File: config.mk
export PLATFORM = sky130hd
export DESIGN_NAME = seg7_scan
export DESIGN_NICKNAME = d
export VERILOG_FILES = /design/src/rtl/seg7_scan.sv
export SDC_FILE = /design/constraint.sdc
export NUM_CORES = 1
export LEC_CHECK = 0
export ABC_AREA = 0
export CAP_MARGIN = 20
export CORE_AREA = 2 2 82 68
export DETAILED_ROUTE_END_ITERATION = 10
export DIE_AREA = 0 0 84 70
export PLACE_DENSITY_LB_ADDON = 0.25
export SETUP_SLACK_MARGIN = 0.4
export SYNTH_ARGS = -nofsm -noshare
export SYNTH_HDL_FRONTEND = slang
export SYNTH_SLANG_ARGS = --single-unit
File: constraint.sdc
create_clock -name CLK_IN -period 3.2 [get_ports CLK_IN]
set_input_delay 0.64 -clock CLK_IN [delete_from_list [all_inputs] [get_ports CLK_IN]]
set_output_delay 0.64 -clock CLK_IN [all_outputs]
set_load 0.01 [all_outputs]
File: src/rtl/seg7_scan.sv
// seg7_scan: 4-digit multiplexed seven-segment display driver.
// SCAN_CLK is oversampled in the CLK_IN domain; each detected rising edge
// advances the display to the next digit. New values pass through a
// pending/display double buffer, so they only take effect at a frame boundary.
// Optional feature: define LEADING_ZERO_BLANK_EN to blank leading zero digits.
module seg7_scan #(
    parameter bit SEG_ACTIVE_LOW = 1'b1,
    parameter bit AN_ACTIVE_LOW  = 1'b1
) (
    input  logic        CLK_IN,
    input  logic        clr,
    input  logic        SCAN_CLK,
    input  logic [15:0] DATA_IN,
    input  logic [3:0]  DP_IN,
    input  logic        LOAD,
    output logic        PEND,
    output logic        FRAME,
    output logic [3:0]  AN,
    output logic [6:0]  SEG,
    output logic        DP
);

    // Unlit/disabled output levels after polarity is applied
    localparam logic [3:0] AN_OFF  = AN_ACTIVE_LOW  ? 4'hF : 4'h0;
    localparam logic [6:0] SEG_OFF = SEG_ACTIVE_LOW ? 7'h7F : 7'h00;
    localparam logic       DP_OFF  = SEG_ACTIVE_LOW;

    logic        sync1, sync2, prev, tick;
    logic [1:0]  idx;
    logic [19:0] pending, display;

    logic [1:0]  next_idx;
    logic        boundary;
    logic [19:0] src;
    logic [15:0] src_data;
    logic [3:0]  src_dp;
    logic [3:0]  nib;
    logic        dp_bit;
    logic        blank;
    logic [6:0]  lit_seg;
    logic [3:0]  an_onehot;

    // Active-high segment pattern {g,f,e,d,c,b,a} for one hex nibble
    function automatic logic [6:0] hex_decode(input logic [3:0] n);
        case (n)
            4'h0: return 7'h3F;
            4'h1: return 7'h06;
            4'h2: return 7'h5B;
            4'h3: return 7'h4F;
            4'h4: return 7'h66;
            4'h5: return 7'h6D;
            4'h6: return 7'h7D;
            4'h7: return 7'h07;
            4'h8: return 7'h7F;
            4'h9: return 7'h6F;
            4'hA: return 7'h77;
            4'hB: return 7'h7C;
            4'hC: return 7'h39;
            4'hD: return 7'h5E;
            4'hE: return 7'h79;
            default: return 7'h71;
        endcase
    endfunction

    // Select the digit that becomes active on the next tick; at a frame boundary with a pending value, show the new value immediately
    always_comb begin
        next_idx  = idx + 2'd1;
        boundary  = tick && (idx == 2'd3);
        src       = (boundary && PEND) ? pending : display;
        src_data  = src[15:0];
        src_dp    = src[19:16];
        nib       = src_data[{next_idx, 2'b00} +: 4];
        dp_bit    = src_dp[next_idx];
        lit_seg   = hex_decode(nib);
        an_onehot = 4'b0001 << next_idx;
    end

`ifdef LEADING_ZERO_BLANK_EN
    // Blank a non-rightmost digit when it and every digit to its left are zero with no decimal point
    always_comb begin
        blank = 1'b0;
        if (next_idx != 2'd0) begin
            blank = 1'b1;
            for (int k = 0; k < 4; k++) begin
                if ((k >= int'(next_idx)) && ((src_data[4*k +: 4] != 4'h0) || src_dp[k])) begin
                    blank = 1'b0;
                end
            end
        end
    end
`else
    assign blank = 1'b0;
`endif

    // Synchronize SCAN_CLK, detect its rising edge, step the scan and manage the double buffer
    always_ff @(posedge CLK_IN) begin
        if (clr) begin
            sync1   <= 1'b0;
            sync2   <= 1'b0;
            prev    <= 1'b0;
            tick    <= 1'b0;
            idx     <= 2'd3;
            pending <= 20'h0;
            display <= 20'h0;
            PEND    <= 1'b0;
            FRAME   <= 1'b0;
            AN      <= AN_OFF;
            SEG     <= SEG_OFF;
            DP      <= DP_OFF;
        end else begin
            sync1 <= SCAN_CLK;
            sync2 <= sync1;
            prev  <= sync2;
            tick  <= sync2 & ~prev;
            FRAME <= boundary;

            if (tick) begin
                idx <= next_idx;
                if (blank) begin
                    AN  <= AN_OFF;
                    SEG <= SEG_OFF;
                    DP  <= DP_OFF;
                end else begin
                    AN  <= AN_ACTIVE_LOW  ? ~an_onehot : an_onehot;
                    SEG <= SEG_ACTIVE_LOW ? ~lit_seg   : lit_seg;
                    DP  <= SEG_ACTIVE_LOW ? ~dp_bit    : dp_bit;
                end
            end

            if (boundary && PEND) begin
                display <= pending;
            end

            if (LOAD) begin
                pending <= {DP_IN, DATA_IN};
                PEND    <= 1'b1;
            end else if (boundary) begin
                PEND    <= 1'b0;
            end
        end
    end

endmodule

==> results.py <==
metrics = {
    "global_route": {
        "grt_overflow": 0,
        "grt_pass1_vias": 1874,
        "grt.met1_usage_pct": 24.8,
        "met2_usage_pct": 28.8,
        "grt_pass1_wl_um": 8720,
        "track_usage_pct": 19.0,
        "gr-usage-met3_pct": 6.86,
        "grt_busiest_layer": "met2",
        "antenna_found_initial": 0,
        "grt_max_degree": 55,
    },
    "clock_tree": {
        "clk_latency_ns": 0.34,
        "cts.sinks": 60,
        "postCtsSetupBuffers": 0,
        "postCtsHoldBufs": 0,
        "cts_tree": "built",
        "clock_path_buffers": 2,
        "cts_buffers": 9,
        "root_buffer": "clkbuf_8",
        "ctsResizeCount": 0,
        "htree_levels": 3,
        "cts.clk_slew.worst_paths_ns": 0.07,
    },
    "setup_path": {
        "arrival_ns": 2.80,
        "r2r_start": "idx[0]",
        "crit_path_start_kind": "flop",
        "r2r_slack_ns": 0.64,
        "critPathKind": "reg -> reg",
        "critPathLaunch": "idx[0]",
        "crit_required_ns": 3.44,
        "worst_setup_path_end_kind": "flop",
        "worstPathMaxFanout": 7,
    },
    "layout": {
        "flow.area_growth_from_synthesis_pct": 21.5,
        "n_antenna_cell": 0,
        "nets": 348,
        "final_cells": 384,
        "drive_above_1_share_pct": 9.09,
    },
    "synthesis": {
        "synth.area.top_cells": "dfxtp_1 (45%), mux2i_1 (16%), nand2_1 (7.2%)",
        "ys_seq_elements": 60,
        "synth_xor_area_share_pct": 0.328,
        "synth_compound_area_share_pct": 8.06,
        "synthDominantCellAreaShare_pct": 45.0,
        "synth-adder-area-share_pct": 4.69,
        "syn_avg_cell_area_um2": 9.57,
        "async_flop_share_pct": 0,
        "syn_nets": 313,
        "synth_simple_gate_area_share_pct": 15.0,
        "synth_edf_count": 0,
        "ys_seq_area_share_pct": 45.0,
        "synth_top_family_by_area": "multiplexers",
        "synthTopCellsByCount": "dfxtp_1 (60), nand2_1 (51), mux2i_1 (42)",
        "yosysTopAreaCell": "dfxtp_1",
        "muxShareOfSynthArea_pct": 21.8,
        "ys_types": 33,
        "synth.most_common_cell": "dfxtp_1",
        "syn_area_mm2": 0.00267,
        "synth_warnings": 0,
        "synth_cells": 279,
        "synth_ff_type": "dfxtp_1",
    },
    "power": {
        "switching_share_pct": 23.0,
        "p_seq_share_pct": 50.8,
        "pwr-share-comb_pct": 7.8,
        "pwr-share-clk_pct": 41.3,
        "ir_drop_mv": 0.303,
        "p_per_area_mw_per_mm2": 477,
        "p_int_mw": 1.19,
        "p_leak_nw": 1.39,
        "finalPower_mw": 1.55,
        "p_sw_mw": 0.355,
    },
    "timing": {
        "drv_slew": 0,
        "setup_viol": 0,
        "fin_worst_skew_ns": 0.00653,
        "post-route-period-util_pct": 79.9,
        "tightestPinTransition_ns": 0.976,
        "slew_headroom_pct": 35.0,
        "hold_violations": 0,
        "timing.hold.ws_ns": 0.433,
        "tns_ns": 0,
        "rsz0062_at_grt": "false",
        "fin_crit_ns": 2.56,
        "fmax_ghz": 0.391,
    },
    "placed_design": {
        "hpwl_um": 3450,
        "place_inst": 368,
        "portBuffers": 37,
        "gp_congestion": 0.779,
    },
    "floorplan": {
        "core_mm2": 0.00519,
        "die_h_um": 70,
        "row_count": 24,
        "dieArea_mm2": 0.00588,
        "die_w_um": 84,
        "io_pins": 38,
        "start_util_pct": 51.4,
    },
    "hold_path": {
        "hold_class": "reg -> reg",
        "hold_start": "prev",
    },
    "route": {
        "vias": 1966,
        "detail_route.wl_per_cell_um": 13.2,
        "ant_nets": 0,
        "vias_per_cell": 5.12,
        "drc_errors": 0,
        "drt-total-wl_um": 5080,
        "firstDrtPassIters": 4,
        "drt_iter0_markers": 91,
    },
    "outcome": {
        "status": "completed",
    },
    "run": {
        "drv_cap": 0,
    },
}
## registers in the layout, summed over array words and instances, names as in the netlist
register	cells
prev	1
sync2	1
PEND	1
idx	2
FRAME	1
SEG	7
DP	1
sync1	1
display	20
AN	4
tick	1
pending	20
## placed cells by master (no fill, tap or decap), types with 2 or more instances in the layout
cell type	n
o211ai_1	2
clkdlybuf4s50_1	36
a21oi_1	21
clkbuf_8	9
nand3_1	2
inv_1	7
a2111o_1	2
clkinv_2	3
buf_4	7
o21ai_0	6
dfxtp_1	60
mux4_2	6
nor2b_1	5
ha_1	10
clkbuf_1	2
mux2i_1	42
nand2_1	51
nor2_1	30
## through the flow
stage	worst slack [ns]	area [µm²]	utilization (%)
6_report	0.642	3240	62.4
2_1_floorplan	0.467	2670	-
4_1_cts	0.659	3240	62.4
3_3_place_gp	0.702	3060	58.9
5_1_grt	0.480	3240	62.4
3_5_place_dp	0.665	3060	58.9
## per-layer routing
metal | wire (µm) | part of all wire (%)
met5 | 0 | 0
met4 | 75 | 1.5
met3 | 235 | 4.6
met2 | 2290 | 45
met1 | 2480 | 49
## final cells by class
class	count	area, µm²
clock inverter	5	52.6
timing repair buffer	44	418
fill	463	1950
sequential	60	1200
tap	65	81.3
inverter	7	26.3
multi-input combinational	192	1330
clock buffer	11	131
## final timing paths
check,to,depth (start not counted)
setup / recovery,SEG[3],10
hold / removal,tick,1
setup reg to reg,SEG[3],10
hold reg to reg,tick,1
## cells by family (layout without fill, tap and decap cells)
| kind of cell | after synthesis | after routing |
|---|---|---|
| AND/OR/NAND/NOR | 96 | 96 |
| multiplexers | 49 | 49 |
| AO/OA/AOI/OAI | 36 | 36 |
| XOR/XNOR | 1 | 1 |
| flip-flops | 60 | 60 |
| buffers and inverters | 27 | 67 |
| adder cells (fa/ha/maj) | 10 | 10 |
## worst max-delay path, cell delays in order, from the launching register on
cell and delay (ns):
dfxtp_1 0.35, ha_1 0.20, nand3_1 0.31, mux4_2 0.40, mux2i_1 0.15, buf_4 0.17, inv_1 0.06, ha_1 0.23
mux4_2 0.47, nand2_1 0.08, nand2_1 0.04
## power by group through the flow
stage / registers (mW) / logic (mW) / clock network (mW)
6_report: 0.787 / 0.121 / 0.640
5_1_grt: 0.790 / 0.134 / 0.690
4_1_cts: 0.786 / 0.122 / 0.654
3_5_place_dp: 0.803 / 0.122 / 0
3_3_place_gp: 0.803 / 0.120 / 0
2_1_floorplan: 0.801 / 0.0719 / 0
(Power assumes the default switching activity.)
